File: src/rtl/chunked_addsub_seq_if.sv
// Operand/result bundle for the chunked add/subtract unit.
// The requester drives start/sub/A/B/Cin; the unit returns busy/done/S/Cout/V.
interface chunked_addsub_seq_if #(
  parameter int WIDTH = 16
);
  logic             start;
  logic             sub;
  logic [WIDTH-1:0] A;
  logic [WIDTH-1:0] B;
  logic             Cin;
  logic             busy;
  logic             done;
  logic [WIDTH-1:0] S;
  logic             Cout;
  logic             V;

  modport master (
    output start, sub, A, B, Cin,
    input  busy, done, S, Cout, V
  );

  modport slave (
    input  start, sub, A, B, Cin,
    output busy, done, S, Cout, V
  );
endinterface

File: src/rtl/chunked_addsub_seq.sv
// Sequential add/subtract: one CHUNK-bit ripple slice per clock, carry held in a register.
// Start accepted in IDLE only; done pulses one cycle after the last slice; start while busy/done is ignored.
module chunked_addsub_seq #(
  parameter int WIDTH = 16,
  parameter int CHUNK = 4
) (
  input  logic                 clk,
  input  logic                 rst_n,
  chunked_addsub_seq_if.slave  bus
);
  localparam int NCHUNK = WIDTH / CHUNK;
  localparam int IW     = (NCHUNK > 1) ? $clog2(NCHUNK) : 1;

  typedef enum logic [1:0] {
    IDLE = 2'd0,
    RUN  = 2'd1,
    DONE = 2'd2
  } state_t;

  state_t           state_q, state_d;
  logic [WIDTH-1:0] opa_q, opa_d;
  logic [WIDTH-1:0] opb_q, opb_d;
  logic [WIDTH-1:0] s_q, s_d;
  logic             carry_q, carry_d;
  logic             cout_q, cout_d;
  logic             v_q, v_d;
  logic [IW-1:0]    idx_q, idx_d;

  logic [CHUNK-1:0] slice_a;
  logic [CHUNK-1:0] slice_b;
  logic [CHUNK:0]   slice_sum;
  logic             last_slice;

  assign slice_a    = opa_q[idx_q*CHUNK +: CHUNK];
  assign slice_b    = opb_q[idx_q*CHUNK +: CHUNK];
  assign slice_sum  = {1'b0, slice_a} + {1'b0, slice_b} + {{CHUNK{1'b0}}, carry_q};
  assign last_slice = (idx_q == IW'(NCHUNK - 1));

  always_comb begin
    state_d = state_q;
    opa_d   = opa_q;
    opb_d   = opb_q;
    s_d     = s_q;
    carry_d = carry_q;
    cout_d  = cout_q;
    v_d     = v_q;
    idx_d   = idx_q;
    case (state_q)
      IDLE: begin
        if (bus.start) begin
          // Subtract as A + ~B + ~borrow so one adder slice serves both modes.
          opa_d   = bus.A;
          opb_d   = bus.sub ? ~bus.B : bus.B;
          carry_d = bus.sub ? ~bus.Cin : bus.Cin;
          idx_d   = '0;
          s_d     = '0;
          state_d = RUN;
        end
      end
      RUN: begin
        s_d[idx_q*CHUNK +: CHUNK] = slice_sum[CHUNK-1:0];
        carry_d = slice_sum[CHUNK];
        idx_d   = idx_q + 1'b1;
        if (last_slice) begin
          // Flags come straight off the top slice so they are valid alongside done.
          cout_d  = slice_sum[CHUNK];
          v_d     = (opa_q[WIDTH-1] == opb_q[WIDTH-1]) &&
                    (slice_sum[CHUNK-1] != opa_q[WIDTH-1]);
          state_d = DONE;
        end
      end
      DONE: begin
        state_d = IDLE;
      end
      default: begin
        state_d = IDLE;
      end
    endcase
  end

  always_ff @(posedge clk or negedge rst_n) begin
    if (!rst_n) begin
      state_q <= IDLE;
      opa_q   <= '0;
      opb_q   <= '0;
      s_q     <= '0;
      carry_q <= 1'b0;
      cout_q  <= 1'b0;
      v_q     <= 1'b0;
      idx_q   <= '0;
    end else begin
      state_q <= state_d;
      opa_q   <= opa_d;
      opb_q   <= opb_d;
      s_q     <= s_d;
      carry_q <= carry_d;
      cout_q  <= cout_d;
      v_q     <= v_d;
      idx_q   <= idx_d;
    end
  end

  assign bus.busy = (state_q == RUN);
  assign bus.done = (state_q == DONE);
  assign bus.S    = s_q;
  assign bus.Cout = cout_q;
  assign bus.V    = v_q;
endmodule

File: src/flat_wrapper.sv
// flat-port wrapper written by rule: the top's interface ports become plain ports
module chunked_addsub_seq_flat 
#(
  parameter int WIDTH = 16,
  parameter int CHUNK = 4
)
  (clk, rst_n, bus_start, bus_sub, bus_A, bus_B, bus_Cin, bus_busy, bus_done, bus_S, bus_Cout, bus_V);
  chunked_addsub_seq_if #(.WIDTH(WIDTH)) bus_i ();
  input  logic clk;
  input  logic rst_n;
  input wire logic [$bits(bus_i.start)-1:0] bus_start;
  input wire logic [$bits(bus_i.sub)-1:0] bus_sub;
  input wire logic [$bits(bus_i.A)-1:0] bus_A;
  input wire logic [$bits(bus_i.B)-1:0] bus_B;
  input wire logic [$bits(bus_i.Cin)-1:0] bus_Cin;
  output wire logic [$bits(bus_i.busy)-1:0] bus_busy;
  output wire logic [$bits(bus_i.done)-1:0] bus_done;
  output wire logic [$bits(bus_i.S)-1:0] bus_S;
  output wire logic [$bits(bus_i.Cout)-1:0] bus_Cout;
  output wire logic [$bits(bus_i.V)-1:0] bus_V;
  assign bus_i.start = bus_start;
  assign bus_i.sub = bus_sub;
  assign bus_i.A = bus_A;
  assign bus_i.B = bus_B;
  assign bus_i.Cin = bus_Cin;
  assign bus_busy = bus_i.busy;
  assign bus_done = bus_i.done;
  assign bus_S = bus_i.S;
  assign bus_Cout = bus_i.Cout;
  assign bus_V = bus_i.V;
  chunked_addsub_seq #(.WIDTH(WIDTH), .CHUNK(CHUNK)) u_core (.clk(clk), .rst_n(rst_n), .bus(bus_i));
endmodule
File: config.mk
export PLATFORM = sky130hd
export DESIGN_NAME = chunked_addsub_seq_flat
export DESIGN_NICKNAME = d
export VERILOG_FILES = /design/src/rtl/chunked_addsub_seq_if.sv /design/src/rtl/chunked_addsub_seq.sv /design/src/flat_wrapper.sv
export SDC_FILE = /design/constraint.sdc
export NUM_CORES = 1
export LEC_CHECK = 0
export BUFFER_PORTS_ARGS = -buffer_cell sky130_fd_sc_hd__buf_2
export CAP_MARGIN = 20
export CORE_MARGIN = 2
export CORE_UTILIZATION = 45
export DETAILED_ROUTE_END_ITERATION = 10
export PLACE_DENSITY_LB_ADDON = 0.12
export SKIP_CTS_REPAIR_TIMING = 1
export SLEW_MARGIN = 20
export SYNTH_ARGS = -nofsm -noshare
export SYNTH_HDL_FRONTEND = slang
export SYNTH_SLANG_ARGS = --single-unit
File: constraint.sdc
create_clock -name clk -period 2.2 [get_ports clk]
set_input_delay 0.55 -clock clk [delete_from_list [all_inputs] [get_ports clk]]
set_output_delay 0.55 -clock clk [all_outputs]
set_load 0.02 [all_outputs]
==> impl_metrics.yaml, run 1 <==
outcome:
  outcome: "finished with violations"
  violations: "negative setup slack"
grt:
  grt_pass1_wl_um: 8550
  grt-ovfl-total: 0
  grt_pass1_vias: 1774
  grt_max_degree: 52
  grt_usage: 0.168
  antenna_found_initial: 0
sta:
  finClkSkew_ns: 0.0151
  worst_slew_pin_slew_ns: 0.592
  setup_viol: 14
  final-max-slew-violation-count: 0
  hold_viol_final: 0
  final.period_utilization: 1.05
  finalCriticalPeriod_ns: 2.31
  max_clock_freq_mhz: 433
  rsz0062_at_grt: "yes"
  relSlewSlack: 0.605
  setup_ws_ns: -0.108
logic_synthesis:
  async_reset_ff_frac: 1.00
  synth_top_family_by_area: "multiplexers"
  ys_warn_count: 0
  yosysMostFrequentCell: "dfrtp_1"
  synth-seq-area-share: 0.504
  synth_flop_cell: "dfrtp_1"
  synth_nets: 273
  synth_xor_xnor_area_share: 0.0609
  yosys-top-cells-area: "dfrtp_1 (50%), mux4_2 (6.6%), mux2_2 (6.2%)"
  synth_top_area_share: 0.504
  ys_types: 35
  synth-simple-area-share: 0.0884
  syn_area_sq_um: 2730
  synth-compound-area-share: 0.117
  muxShareOfSynthArea: 0.132
  netlist_instances: 227
  synth_common_cells: "dfrtp_1 (55), nor2_1 (21), xnor2_1 (18)"
  synthAdderAreaFrac: 0.0467
  ys_ff_latch: 55
  syn_area_per_cell_sq_um: 12.0
  synth_edf_count: 0
  synth_area_leader_cell: "dfrtp_1"
detailed_routing:
  drtIter0Drc: 103
  viasPerCell: 5.14
  drcViolationCount: 0
  wl_met2_um: 2470
  wl_met1_um: 2450
  wl_per_cell_um: 14.4
  drt-total-wl_um: 5330
  via_count: 1907
  wl_met3_um: 287
  top_layer_used: "met4"
  postRouteAntennaNets: 0
  drt_pass1_iterations: 4
floorplan:
  rows: 28
  fp.dieW_um: 81.9
  die_area_sq_um: 6710
  start_util: 0.464
  pin_count: 57
  die_height_um: 81.9
  coreArea_sq_um: 5890
setup_path:
  crit_slowest_cell: "mux4_2"
  path_max_fanout: 5
  cpLargestDelayFamily: "compound AO/OA/AOI/OAI gates"
  r2r_start: "u_core.idx_q[0]$_DFFE_PN0P_"
  critPathBufInv: 1
  worstPathArrival_ns: 2.50
  crit_chain: "buf_12 -> mux4_2 -> fa_2 -> a21o_1 -> a21oi_2 -> xnor2_2 -> a22o_1"
  worstSetupStartpoint: "u_core.idx_q[0]$_DFFE_PN0P_"
  start_kind: "flop"
  worstPathRequired_ns: 2.40
  end_kind: "flop"
  critPathMaxStageDelay_ns: 0.54
  path_class: "flop to flop"
final_layout:
  nets: 341
  fin_cells: 371
  drive_gt1_frac: 0.405
  diodes: 0
  syn2layout_area_growth_pct: 22.1
clock_tree:
  insertion_delay_ns: 0.31
  clock_path_buffers: 2
  clock-sinks: 55
  cts_tree: "built"
  cts_buffers: 5
  cts-root-buf: "clkbuf_8"
  htree_levels: 2
  clk_pin_slew_ns: 0.10
min_path:
  hold_class: "primary input to async pin"
placed_design:
  dp_cells: 360
  io_buffers: 56
  routabilityCongestion: 0.820
  hpwlAfterDp_um: 3950
power_and_ir_drop:
  p_total_mw: 5.95
  power.density_nw_per_um2: 1780
  vdd_drop_max_uv: 929
  power.leakage_nw: 1.54
run:
  maxCapViolations: 0
==> registers in the layout, summed over array words and instances, names as in the netlist <==
name / flops
u_core.state_q: 2
u_core.opb_q: 16
u_core.bus.S: 16
u_core.idx_q: 2
u_core.bus.V: 1
u_core.opa_q: 16
u_core.carry_q: 1
u_core.bus.Cout: 1
==> layout by cell type, fill, tap and decap left out, types with 4 or more instances in the layout <==
master | netlist | final
a22o_1 | 12 | 12
nand2_1 | 8 | 8
a21oi_1 | 17 | 16
mux2_2 | 15 | 15
nand3_1 | 4 | 4
ha_1 | 7 | 6
buf_4 | 4 | 13
mux4_2 | 8 | 8
inv_1 | 12 | 10
nor2_1 | 21 | 21
buf_2 | 3 | 56
dfrtp_1 | 55 | 54
a21o_1 | 4 | 4
clkbuf_8 | 0 | 6
xnor2_1 | 18 | 17
==> kinds of logic after synthesis <==
family | count (synthesis)
buffers and inverters | 24
flip-flops | 55
multiplexers | 24
AND/OR/NAND/NOR | 48
XOR/XNOR | 19
AO/OA/AOI/OAI | 48
adder cells (fa/ha/maj) | 9
==> per-stage QoR <==
stage / TNS [ns] / hold slack [ns] / area [sq um] / utilization / worst slack, ns
floorplan: -0.0235 / 0.254 / 2770 / - / -0.0235
global placement: -0.378 / 0.465 / 3180 / 0.540 / -0.0629
detailed placement: -0.696 / 0.481 / 3180 / 0.540 / -0.0919
CTS: -1.04 / 0.231 / 3270 / 0.556 / -0.104
global route: -2.17 / 0.258 / 3340 / 0.567 / -0.194
finish: -1.01 / 0.223 / 3340 / 0.567 / -0.108
==> layout make-up <==
type	instances	area [sq um]
clock buffers	6	82.6
clock inverters	2	13.8
fillers	529	2550
inverters	12	45.0
multi-input cells	148	1260
flip-flops and latches	55	1380
well taps	75	93.8
repair buffers	73	463
==> worst paths after layout <==
kind                                                 to  slack (ns)  cells after the start
setup reg to reg           u_core.bus.S[15]$_DFFE_PN0P_       -0.11                      7
max in group asynchronous   u_core.idx_q[0]$_DFFE_PN0P_        1.39                      2
hold reg to reg            u_core.opa_q[14]$_DFFE_PN0P_        0.51                      1
setup / recovery           u_core.bus.S[15]$_DFFE_PN0P_       -0.11                      7
hold / removal              u_core.bus.S[2]$_DFFE_PN0P_        0.22                      1
min in group clk           u_core.opa_q[14]$_DFFE_PN0P_        0.45                      2
==> routing by layer <==
layer,vias to the layer above,track usage
met5,-,0
met4,0,0.0633
met3,10,0.0385
met2,56,0.267
li1,932,-
met1,909,0.226
==> where the power goes <==
| group | internal (mW) | total (mW) | leakage [nW] | switching, mW |
|---|---|---|---|---|
| combinational | 1.78 | 3.57 | 0.824 | 1.79 |
| clock | 0.258 | 0.594 | 0.0516 | 0.336 |
| sequential | 1.47 | 1.78 | 0.668 | 0.310 |
(Power assumes the default switching activity.)
==> run 2, diff against run 1 <==
--- a/config.mk
+++ b/config.mk
@@ -6,7 +6,6 @@
 export NUM_CORES = 1
 export LEC_CHECK = 0
 export BUFFER_PORTS_ARGS = -buffer_cell sky130_fd_sc_hd__buf_2
-export CAP_MARGIN = 20
 export CORE_MARGIN = 2
 export CORE_UTILIZATION = 45
 export DETAILED_ROUTE_END_ITERATION = 10
==> constraint.sdc (replaced) <==
create_clock -name clk -period 2.7 [get_ports clk]
set_input_delay 0.675 -clock clk [delete_from_list [all_inputs] [get_ports clk]]
set_output_delay 0.675 -clock clk [all_outputs]
set_load 0.02 [all_outputs]
==> impl_metrics.yaml, run 2 (synthesis gave the netlist of run 1 again) <==
sta:
  max_clock_freq_mhz: 404
  finClkSkew_ns: 0.00568
  rsz0062_at_grt: "no"
  tns_ns: 0
  worst_slew_pin_slew_ns: 0.621
  final-max-slew-violation-count: 0
  hold_viol_final: 0
  setup_viol: 0
  setup_ws_ns: 0.223
  final.period_utilization: 0.917
  finalCriticalPeriod_ns: 2.48
  relSlewSlack: 0.586
final_layout:
  nets: 329
  multiInputGateArea_sq_um: 1220
  final_common_cell: "buf_2"
  regArea_sq_um: 1380
  diodes: 0
  utilization: 0.537
  drive_gt1_frac: 0.343
  design_area_sq_um: 3160
  most-common-layout-cells: "buf_2 (56), dfrtp_1 (55), nor2_1 (21), xnor2_1 (18), a21oi_1 (17)"
  syn2layout_area_growth_pct: 15.8
  n_fill_cell: 550
detailed_routing:
  drt-total-wl_um: 5310
  wl_per_cell_um: 14.8
  drt_pass1_iterations: 4
  via_count: 1833
  drtIter0Drc: 82
  postRouteAntennaNets: 0
  drcViolationCount: 0
  viasPerCell: 5.12
placed_design:
  routabilityCongestion: 0.788
  hpwlAfterDp_um: 4000
  io_buffers: 56
  dp_slack_ns: 0.209
  place_area_sq_um: 3070
clock_tree:
  cts_buffers: 5
  cts_tree: "built"
  insertion_delay_ns: 0.31
  htree_levels: 2
  clock_path_buffers: 2
  cts-root-buf: "clkbuf_8"
  clk_pin_slew_ns: 0.10
  clock-sinks: 55
floorplan:
  fp.dieW_um: 81.9
  die_height_um: 81.9
  rows: 28
  pin_count: 57
  coreArea_sq_um: 5890
  start_util: 0.464
  die_area_sq_um: 6710
grt:
  grt_usage: 0.175
  grt_max_degree: 52
  grt_pass1_vias: 1818
  grt_pass1_wl_um: 8730
  grt-ovfl-total: 0
  antenna_found_initial: 0
setup_path:
  worstSetupStartpoint: "u_core.idx_q[0]$_DFFE_PN0P_"
  path_class: "flop to flop"
  endpoint: "u_core.bus.V$_DFFE_PN0P_"
  worstPathRequired_ns: 2.95
  r2r_start: "u_core.idx_q[0]$_DFFE_PN0P_"
  worstPathArrival_ns: 2.73
  r2r_slack_ns: 0.22
  start_kind: "flop"
  path_max_fanout: 12
  r2r_end: "u_core.bus.V$_DFFE_PN0P_"
  rr_worst_depth: 6
  end_kind: "flop"
power_and_ir_drop:
  power.leakage_nw: 1.46
  power.density_nw_per_um2: 1370
  vdd_drop_max_uv: 659
  p_total_mw: 4.33
outcome:
  outcome: "completed"
min_path:
  hold_class: "primary input to async pin"
run:
  maxCapViolations: 0
==> run 2: cell types whose count changed in the layout (fill, tap and decap cells not counted), moves of 2 or more <==
cell,previous run,this run
buf_4,13,3
inv_1,10,12
fa_1,0,2
o21ai_0,3,6
fa_2,2,0
o21ai_1,3,0
inv_2,2,0
==> run 2: worst min path at each step <==
stage                                    to  slack, ns  cells after the start
4_1_cts        u_core.bus.S[14]$_DFFE_PN0P_       0.39                      1
6_report        u_core.bus.S[9]$_DFFE_PN0P_       0.37                      1
3_3_place_gp   u_core.bus.S[13]$_DFFE_PN0P_       0.49                      1
5_1_grt        u_core.bus.S[14]$_DFFE_PN0P_       0.40                      1
2_1_floorplan   u_core.bus.Cout$_DFFE_PN0P_       0.38                      0
3_5_place_dp    u_core.bus.S[5]$_DFFE_PN0P_       0.49                      1
==> run 2: cell type report <==
| type | count | share of cell area |
|---|---|---|
| Sequential cell | 55 | 0.435 |
| Multi-Input combinational cell | 148 | 0.385 |
| Timing Repair Buffer | 61 | 0.108 |
| Tap cell | 75 | 0.0297 |
| Clock buffer | 6 | 0.0261 |
| Inverter | 12 | 0.0142 |
| Clock inverter | 1 | 0.00158 |
==> run 2: per-stage QoR <==
step | std cells | hold slack [ns]
2_1_floorplan | 227 | 0.379
3_3_place_gp | 351 | 0.487
3_5_place_dp | 351 | 0.489
4_1_cts | 358 | 0.395
5_1_grt | 358 | 0.403
6_report | 358 | 0.372
==> run 2: where the power goes <==
group	internal (mW)	switching (mW)	total, mW
clock	0.202	0.263	0.465
combinational	1.08	1.30	2.38
sequential	1.20	0.278	1.48
==> run 2: layer usage <==
layer  wire (um)  GRT usage
met1        2350      0.222
met2        2590      0.290
met3         294     0.0462
met4          80     0.0600
met5           0          0
==> run 2: worst max-delay path, stage by stage, from the launching register on <==
cell and delay, ns:
dfrtp_1 0.49, buf_4 0.26, mux4_2 0.52, ha_1 0.37, or3_1 0.32, a2111oi_0 0.32, nand3b_1 0.15
==> run 3, diff against run 2 <==
--- a/config.mk
+++ b/config.mk
@@ -5,10 +5,12 @@
 export SDC_FILE = /design/constraint.sdc
 export NUM_CORES = 1
 export LEC_CHECK = 0
+export ABC_AREA = 1
 export BUFFER_PORTS_ARGS = -buffer_cell sky130_fd_sc_hd__buf_2
 export CORE_MARGIN = 2
 export CORE_UTILIZATION = 45
 export DETAILED_ROUTE_END_ITERATION = 10
+export GPL_ROUTABILITY_DRIVEN = 1
 export PLACE_DENSITY_LB_ADDON = 0.12
 export SKIP_CTS_REPAIR_TIMING = 1
 export SLEW_MARGIN = 20
==> constraint.sdc (replaced) <==
create_clock -name clk -period 2.66 [get_ports clk]
set_input_delay 0.665 -clock clk [delete_from_list [all_inputs] [get_ports clk]]
set_output_delay 0.665 -clock clk [all_outputs]
set_load 0.02 [all_outputs]
==> impl_metrics.yaml, run 3 <==
outcome:
  outcome: "completed"
detailed_routing:
  drt_pass1_iterations: 4
  drtIter0Drc: 112
  viasPerCell: 4.93
  wl_per_cell_um: 12.8
  drcViolationCount: 0
  via_count: 2228
  drt-total-wl_um: 5790
  postRouteAntennaNets: 0
logic_synthesis:
  synth_flop_cell: "dfrtp_1"
  synth_edf_count: 0
  ys_warn_count: 0
  yosysMostFrequentCell: "nand2_1"
  syn_area_per_cell_sq_um: 8.77
  synth_area_leader_cell: "dfrtp_1"
  ys_ff_latch: 55
  synth_top_area_share: 0.491
  ys_types: 30
  synth_nets: 366
  async_reset_ff_frac: 1.00
  yosys-top-cells-area: "dfrtp_1 (49%), nand2_1 (15%), o21ai_0 (5.9%)"
  synth-seq-area-share: 0.491
  synth_common_cells: "nand2_1 (109), dfrtp_1 (55), o21ai_0 (33)"
  syn_area_sq_um: 2810
  netlist_instances: 320
sta:
  whs_ns: 0.163
  max_clock_freq_mhz: 423
  tns_ns: 0
  final.period_utilization: 0.889
  setup_viol: 0
  rsz0062_at_grt: "no"
  finalCriticalPeriod_ns: 2.36
  worst_slew_pin_slew_ns: 0.455
  final-max-slew-violation-count: 0
  finClkSkew_ns: 0.0113
  relSlewSlack: 0.697
  hold_viol_final: 0
grt:
  grt-ovfl-total: 0
  grt_max_degree: 37
  grt_pass1_wl_um: 9930
  antenna_found_initial: 0
  grt_usage: 0.175
  grt_pass1_vias: 2033
setup_path:
  end_kind: "flop"
  path_class: "flop to flop"
  worstPathArrival_ns: 2.62
  path_max_fanout: 25
  worstPathRequired_ns: 2.92
  start_kind: "flop"
placed_design:
  dp_cells: 441
  io_buffers: 56
  routabilityCongestion: 0.827
  hpwlAfterDp_um: 4360
floorplan:
  coreArea_sq_um: 5960
  rows: 28
  pin_count: 57
  start_util: 0.471
  die_height_um: 83.0
  fp.dieW_um: 83.0
  die_area_sq_um: 6880
final_layout:
  syn2layout_area_growth_pct: 14.9
  fin_cells: 452
  diodes: 0
  drive_gt1_frac: 0.239
  utilization: 0.541
  nets: 422
  final_common_cell: "nand2_1"
  most-common-layout-cells: "nand2_1 (109), buf_2 (56), dfrtp_1 (54), o21ai_0 (33)"
power_and_ir_drop:
  power.leakage_nw: 1.68
  p_total_mw: 4.25
  vdd_drop_max_uv: 604
  power.density_nw_per_um2: 1320
clock_tree:
  htree_levels: 2
  clk_pin_slew_ns: 0.10
  insertion_delay_ns: 0.31
  clock_path_buffers: 2
  cts-root-buf: "clkbuf_8"
  cts_buffers: 5
  cts_tree: "built"
  clock-sinks: 55
min_path:
  hold_class: "primary input to async pin"
run:
  maxCapViolations: 0
==> run 3: cells by family after synthesis <==
| group | Yosys count | synth area share |
|---|---|---|
| compound gates | 57 | 0.119 |
| flops | 55 | 0.491 |
| buf+inv | 33 | 0.0607 |
| simple gates | 148 | 0.228 |
| xor+xnor | 18 | 0.0562 |
| fa+ha+maj | 9 | 0.0455 |
==> run 3: layer usage <==
layer	share of wire	track usage	vias up
met3	0.040	0.0378	6
met5	0	0	-
met4	0.011	0.0462	0
met2	0.48	0.274	46
li1	-	-	1146
met1	0.47	0.248	1030
==> run 3: power breakdown <==
part	internal (mW)	switching [mW]	leakage (nW)	total, mW
sequential	1.20	0.242	0.705	1.44
clock	0.181	0.268	0.0477	0.449
combinational	0.831	1.53	0.932	2.37
total	2.21	2.05	1.68	4.25
==> run 3: layout make-up <==
cell class / instances / area, sq um
Inverter: 19 / 75.1
Fill cell: 616 / 2730
Clock buffer: 5 / 68.8
Tap cell: 75 / 93.8
Sequential cell: 55 / 1380
Clock inverter: 3 / 15.0
Multi-Input combinational cell: 232 / 1260
Timing Repair Buffer: 63 / 333
==> run 3: critical path, cell delays in order, from the launching register on <==
cell	delay, ns
dfrtp_1	0.40
buf_4	0.22
o21ai_0	0.18
o22ai_1	0.11
fa_1	0.46
inv_1	0.09
fa_1	0.43
nor2_1	0.23
a22o_1	0.19
==> run 3: worst paths after layout <==
check                                               end  slack, ns  depth (start not counted)                    startpoint
max                         u_core.bus.S[9]$_DFFE_PN0P_       0.30                          8   u_core.idx_q[0]$_DFFE_PN0P_
min                          u_core.carry_q$_DFFE_PN0P_       0.16                          1                         rst_n
max reg2reg                 u_core.bus.S[9]$_DFFE_PN0P_       0.30                          8   u_core.idx_q[0]$_DFFE_PN0P_
min reg2reg                u_core.bus.S[13]$_DFFE_PN0P_       0.47                          2  u_core.bus.S[13]$_DFFE_PN0P_
max in group asynchronous   u_core.idx_q[1]$_DFFE_PN0P_       1.88                          2                         rst_n
min in group clk           u_core.bus.S[13]$_DFFE_PN0P_       0.47                          2  u_core.bus.S[13]$_DFFE_PN0P_
==> run 3: per-stage QoR <==
step | instance area, sq um | worst slack, ns
6_report | 3220 | 0.295
5_1_grt | 3220 | 0.0771
4_1_cts | 3190 | 0.199
3_5_place_dp | 3110 | 0.239
3_3_place_gp | 3110 | 0.328
2_1_floorplan | 2810 | 0.454
